**src/rtl/bp_be_commit_buffer.sv**
```systemverilog
// Elastic FIFO that captures backend commit events (rd write / mem write) for trace consumers.
// Optional saturating statistics counters are enabled with BP_COMMIT_BUF_STATS_EN.
module bp_be_commit_buffer #(
  parameter int dword_width_p    = 64,
  parameter int reg_addr_width_p = 5,
  parameter int fu_op_width_p    = 6,
  parameter int els_p            = 8,
  parameter int stat_width_p     = 32,
  localparam int ptr_w           = $clog2(els_p),
  localparam int cnt_w           = $clog2(els_p + 1)
) (
  input  logic                        clk_i,
  input  logic                        reset_n_i,
  input  logic                        cmt_rd_w_v_i,
  input  logic [reg_addr_width_p-1:0] cmt_rd_addr_i,
  input  logic                        cmt_mem_w_v_i,
  input  logic [dword_width_p-1:0]    cmt_mem_addr_i,
  input  logic [fu_op_width_p-1:0]    cmt_mem_op_i,
  input  logic [dword_width_p-1:0]    cmt_data_i,
  input  logic                        clear_i,
  output logic                        v_o,
  input  logic                        ready_i,
  output logic                        rd_w_v_o,
  output logic [reg_addr_width_p-1:0] rd_addr_o,
  output logic                        mem_w_v_o,
  output logic [dword_width_p-1:0]    mem_addr_o,
  output logic [fu_op_width_p-1:0]    mem_op_o,
  output logic [dword_width_p-1:0]    data_o,
  output logic [cnt_w-1:0]            count_o,
  output logic                        overflow_o,
  output logic [stat_width_p-1:0]     commit_cnt_o,
  output logic [stat_width_p-1:0]     drop_cnt_o,
  output logic [stat_width_p-1:0]     stall_cnt_o
);

  localparam int ent_w = 2 + reg_addr_width_p + 2 * dword_width_p + fu_op_width_p;

  typedef enum logic {e_run, e_err} state_e;

  state_e           state_reg, state_next;
  logic [ptr_w-1:0] rd_ptr_reg, wr_ptr_reg;
  logic [cnt_w-1:0] count_reg, count_next;
  logic [ent_w-1:0] mem [els_p];
  logic [ent_w-1:0] head;
  logic             event_v, deq, enq, drop, full;

  assign event_v = cmt_rd_w_v_i | cmt_mem_w_v_i;
  assign full    = (count_reg == cnt_w'(els_p));
  assign v_o     = (count_reg != '0);
  assign deq     = v_o & ready_i;

  // Full FIFO still accepts when the head leaves in the same cycle.
  always_comb begin
    state_next = state_reg;
    enq        = 1'b0;
    drop       = 1'b0;
    if (clear_i) begin
      state_next = e_run;
    end else if (event_v) begin
      if (state_reg == e_run && (!full || deq)) begin
        enq = 1'b1;
      end else begin
        drop       = 1'b1;
        state_next = e_err;
      end
    end
  end

  always_comb begin
    count_next = count_reg;
    if (clear_i)          count_next = '0;
    else if (enq && !deq) count_next = count_reg + 1'b1;
    else if (!enq && deq) count_next = count_reg - 1'b1;
  end

  always_ff @(posedge clk_i or negedge reset_n_i) begin
    if (!reset_n_i) begin
      state_reg  <= e_run;
      rd_ptr_reg <= '0;
      wr_ptr_reg <= '0;
      count_reg  <= '0;
    end else begin
      state_reg <= state_next;
      count_reg <= count_next;
      if (clear_i) begin
        rd_ptr_reg <= '0;
        wr_ptr_reg <= '0;
      end else begin
        if (deq) rd_ptr_reg <= rd_ptr_reg + 1'b1;
        if (enq) wr_ptr_reg <= wr_ptr_reg + 1'b1;
      end
    end
  end

  always_ff @(posedge clk_i) begin
    if (enq)
      mem[wr_ptr_reg] <= {cmt_rd_w_v_i, cmt_mem_w_v_i, cmt_rd_addr_i,
                          cmt_mem_addr_i, cmt_mem_op_i, cmt_data_i};
  end

  assign head = mem[rd_ptr_reg];
  assign {rd_w_v_o, mem_w_v_o, rd_addr_o, mem_addr_o, mem_op_o, data_o} = head;
  assign count_o    = count_reg;
  assign overflow_o = (state_reg == e_err);

`ifdef BP_COMMIT_BUF_STATS_EN
  logic [stat_width_p-1:0] commit_cnt_reg, drop_cnt_reg, stall_cnt_reg;

  // Counters survive clear_i so long-run drop history is not lost on a flush.
  always_ff @(posedge clk_i or negedge reset_n_i) begin
    if (!reset_n_i) begin
      commit_cnt_reg <= '0;
      drop_cnt_reg   <= '0;
      stall_cnt_reg  <= '0;
    end else begin
      if (enq && commit_cnt_reg != '1)              commit_cnt_reg <= commit_cnt_reg + 1'b1;
      if (drop && drop_cnt_reg != '1)               drop_cnt_reg   <= drop_cnt_reg + 1'b1;
      if (v_o && !ready_i && stall_cnt_reg != '1)   stall_cnt_reg  <= stall_cnt_reg + 1'b1;
    end
  end

  assign commit_cnt_o = commit_cnt_reg;
  assign drop_cnt_o   = drop_cnt_reg;
  assign stall_cnt_o  = stall_cnt_reg;
`else
  assign commit_cnt_o = '0;
  assign drop_cnt_o   = '0;
  assign stall_cnt_o  = '0;
`endif

endmodule

```
**config.mk**
```make
export PLATFORM = sky130hd
export DESIGN_NAME = bp_be_commit_buffer
export DESIGN_NICKNAME = d
export VERILOG_FILES = /design/src/rtl/bp_be_commit_buffer.sv
export SDC_FILE = /design/constraint.sdc
export NUM_CORES = 1
export LEC_CHECK = 0
export ABC_AREA = 1
export BUFFER_PORTS_ARGS = -buffer_cell sky130_fd_sc_hd__buf_2
export CAP_MARGIN = 20
export CORE_MARGIN = 2
export CORE_UTILIZATION = 57
export DETAILED_ROUTE_END_ITERATION = 16
export HOLD_SLACK_MARGIN = 0.03
export PLACE_DENSITY_LB_ADDON = 0.1
export SYNTH_ARGS = -nofsm -noshare
export SYNTH_HDL_FRONTEND = slang
export SYNTH_SLANG_ARGS = --single-unit
```
**constraint.sdc**
```tcl
create_clock -name clk_i -period 15.5 [get_ports clk_i]
set_clock_uncertainty 0.05 [all_clocks]
set_input_delay 1.55 -clock clk_i [delete_from_list [all_inputs] [get_ports clk_i]]
set_output_delay 1.55 -clock clk_i [all_outputs]
set_load 0.05 [all_outputs]
```
==> results.cfg <==
[run_status]
status = complete, no violations

[route]
via_count = 27400
initialDrtViolationCount = 2468
ant_nets = 0
routedWlPerCell_um = 21.3
route.detailed.drc = 0
dr.pass1.iters = 7
viasPerCell = 5.78
routed_wl_um = 101000

[finish]
nFillCells = 5700
layout-drive-gt1-share = 0.131
nets = 3748
fin_util = 0.646
top_register = mem
area_growth_pct = 12.1
largest_register_ffs = 1128

[power_and_ir_drop]
powerDensity_nw_per_um2 = 173
ir_drop_uv = 158
p_leak_uw = 0.0170

[grt]
antenna_found_initial = 25
grt.total_usage = 0.247
grt-ovfl-total = 0
grt_start_max_net_pins = 255
grt_pass1_wl_um = 154000
grt_pass1_vias = 27300

[synthesis]
ys_top_cells_by_area = edfxtp_1, nor2_1, o21ai_0
avgSynthCellArea_um2 = 13.2
synth_top_cell_by_area = edfxtp_1
seq_area_frac_synth = 0.764
synth.distinct_cells = 26
synth-seq-cells = 1139
netlist.area_leader.share = 0.758
syn_inst = 3376
yosysWarnings = 0
synth_area_um2 = 44700

[worst_hold_path]
worstHoldPathType = reg -> reg
holdPathStages = 2
hold_end = overflow_o
min_from = overflow_o

[floorplan]
core_um2 = 77500
pin_count = 388
start_util = 0.577
dieArea_um2 = 80600
num_rows = 102
die_height_um = 284
die_w_um = 284

[sta]
rsz0062_at_grt = no
setup_viol = 0
worst_slew_pin_slew_ns = 1.11
setup_tns_ns = 0
post-route-min-period_ns = 6.60
slew_headroom = 0.261
finalHoldViolCount = 0
maxSlewViolCount = 0
fmax_ghz = 0.151
fin_crit_sh = 0.426

[setup_path]
worstPathRequired_ns = 13.90
worst_path_max_delay_cell = buf_4
path_max_fanout = 92
critPathKind = reg -> out
rr_startpoint = overflow_o
crit_chain = buf_4 -> buf_4 -> buf_4 -> o21ai_0 -> o22ai_1 -> nor2_1 -> a31oi_1 -> buf_2
ff2ff_path_depth = 7
critPathBufInv = 4
critPathCaptureType = output pin
timing.critical_path.max_delay_family = buffers and inverters
r2r_end = mem[6][100]
path_common_cell = buf_4
slowest_delay_ns = 0.88
rrSetupSlack_ns = 11.60
start_kind = flip-flop
arrival_ns = 5.00

[clock_network]
clock_sinks = 1139
cts_tree = done
cts.clk_slew.worst_paths_ns = 0.06
root_buffer = clkbuf_16
clk_latency_ns = 0.67
cts_buffers = 116
post-cts-setup-buffers = 0
h-tree-depth = 3
cts_resized = 0
cts.path.max_buffers = 3
hold_buffers = 0

[place]
hpwlAfterDp_um = 49800
port_buffers = 291
gp_congestion = 0.783

[run]
max_cap_viol_count = 0
[report_power, final]
group          leakage (µW)  total, µW  switching, µW  internal, µW
clock               0.00175       2650           1100          1550
sequential           0.0103       3580           42.6          3530
combinational       0.00489       2460           1910           542
[routing by layer]
| metal | routed length (µm) | vias up | GRT usage |
|---|---|---|---|
| li1 | - | 12600 | - |
| met4 | 2850 | 28 | 0.0959 |
| met5 | 161 | - | 0 |
| met3 | 6830 | 205 | 0.0502 |
| met2 | 50400 | 917 | 0.422 |
| met1 | 40500 | 13600 | 0.314 |
[logic make-up (layout without fill, tap and decap cells)]
family / Yosys count / count (layout) / synth area share
flops: 1139 / 1139 / 0.764
other cells: 1 / 106 / 0.0000839
buf+inv: 328 / 547 / 0.0418
xor+xnor: 1 / 1 / 0.000196
simple gates: 1046 / 1046 / 0.0883
fa+ha+maj: 5 / 5 / 0.00157
compound gates: 856 / 856 / 0.104
[cell usage in the layout, fill, tap and decap left out, drive strengths merged]
cell type	n
conb	96
diode	10
a31oi	141
ha	4
clkinvlp	3
nand2	30
o21a	1
inv	18
dfrtp	11
xnor2	1
buf	323
o22ai	141
nor2	1003
fa	1
clkbuf	152
o21ai	569
a21oi	4
nand3	11
bufinv	10
clkinv	41
edfxtp	1128
nor3	1
nand4	1
[worst max path at each step]
stage                       start              to  slack, ns  depth (start not counted)
finish              rd_ptr_reg[0]  mem_addr_o[20]       8.90                          8
global route        rd_ptr_reg[0]  mem_addr_o[20]       8.67                          8
CTS                 rd_ptr_reg[0]  mem_addr_o[20]       8.94                          8
detailed placement  rd_ptr_reg[0]  mem_addr_o[20]       9.66                          8
global placement    rd_ptr_reg[0]      data_o[24]       9.83                          8
floorplan           cmt_mem_w_v_i       mem[0][0]       6.89                          6
[worst min-delay path: stages, from the launching register on]
cell and delay (ns):
dfrtp_1 0.37, nor3_1 0.06, nor2_1 0.10
[through the flow]
step | worst slack, ns | instances | power (µW) | area, µm² | hold WS [ns]
floorplan | 6.89 | 3471 | 5550 | 45000 | 0.501
global placement | 9.83 | 4519 | 6040 | 46400 | 0.489
detailed placement | 9.66 | 4519 | 6090 | 46400 | 0.498
CTS | 8.94 | 4729 | 8720 | 50000 | 0.522
global route | 8.67 | 4738 | 9040 | 50100 | 0.565
finish | 8.90 | 4740 | 8680 | 50100 | 0.518
[final cells by class]
type                    count  area [µm²]  area share
well taps                1040        1300      0.0260
clock buffers             152        3080      0.0615
clock inverters            58         544      0.0109
diodes                     10        25.0    0.000500
flip-flops and latches   1139       34200       0.682
inverters                  14        83.8     0.00167
repair buffers            323        1790      0.0358
multi-input cells        2004        9080       0.181
[cell usage after synthesis]
library cell / n
clkbuf_2: 3
o21ai_1: 114
nor3_1: 1
dfrtp_1: 11
o22ai_1: 141
buf_6: 16
buf_4: 120
a21oi_1: 4
inv_1: 12
a31oi_1: 141
xnor2_1: 1
buf_2: 46
nand2_1: 30
o21a_1: 1
nand3_1: 11
clkinv_1: 1
buf_1: 13
edfxtp_1: 1128
inv_4: 1
ha_1: 4
fa_1: 1
conb_1: 1
clkbuf_1: 116
nand4_1: 1
nor2_1: 1003
o21ai_0: 455
No activity file was read; power rests on OpenSTA's default activity.
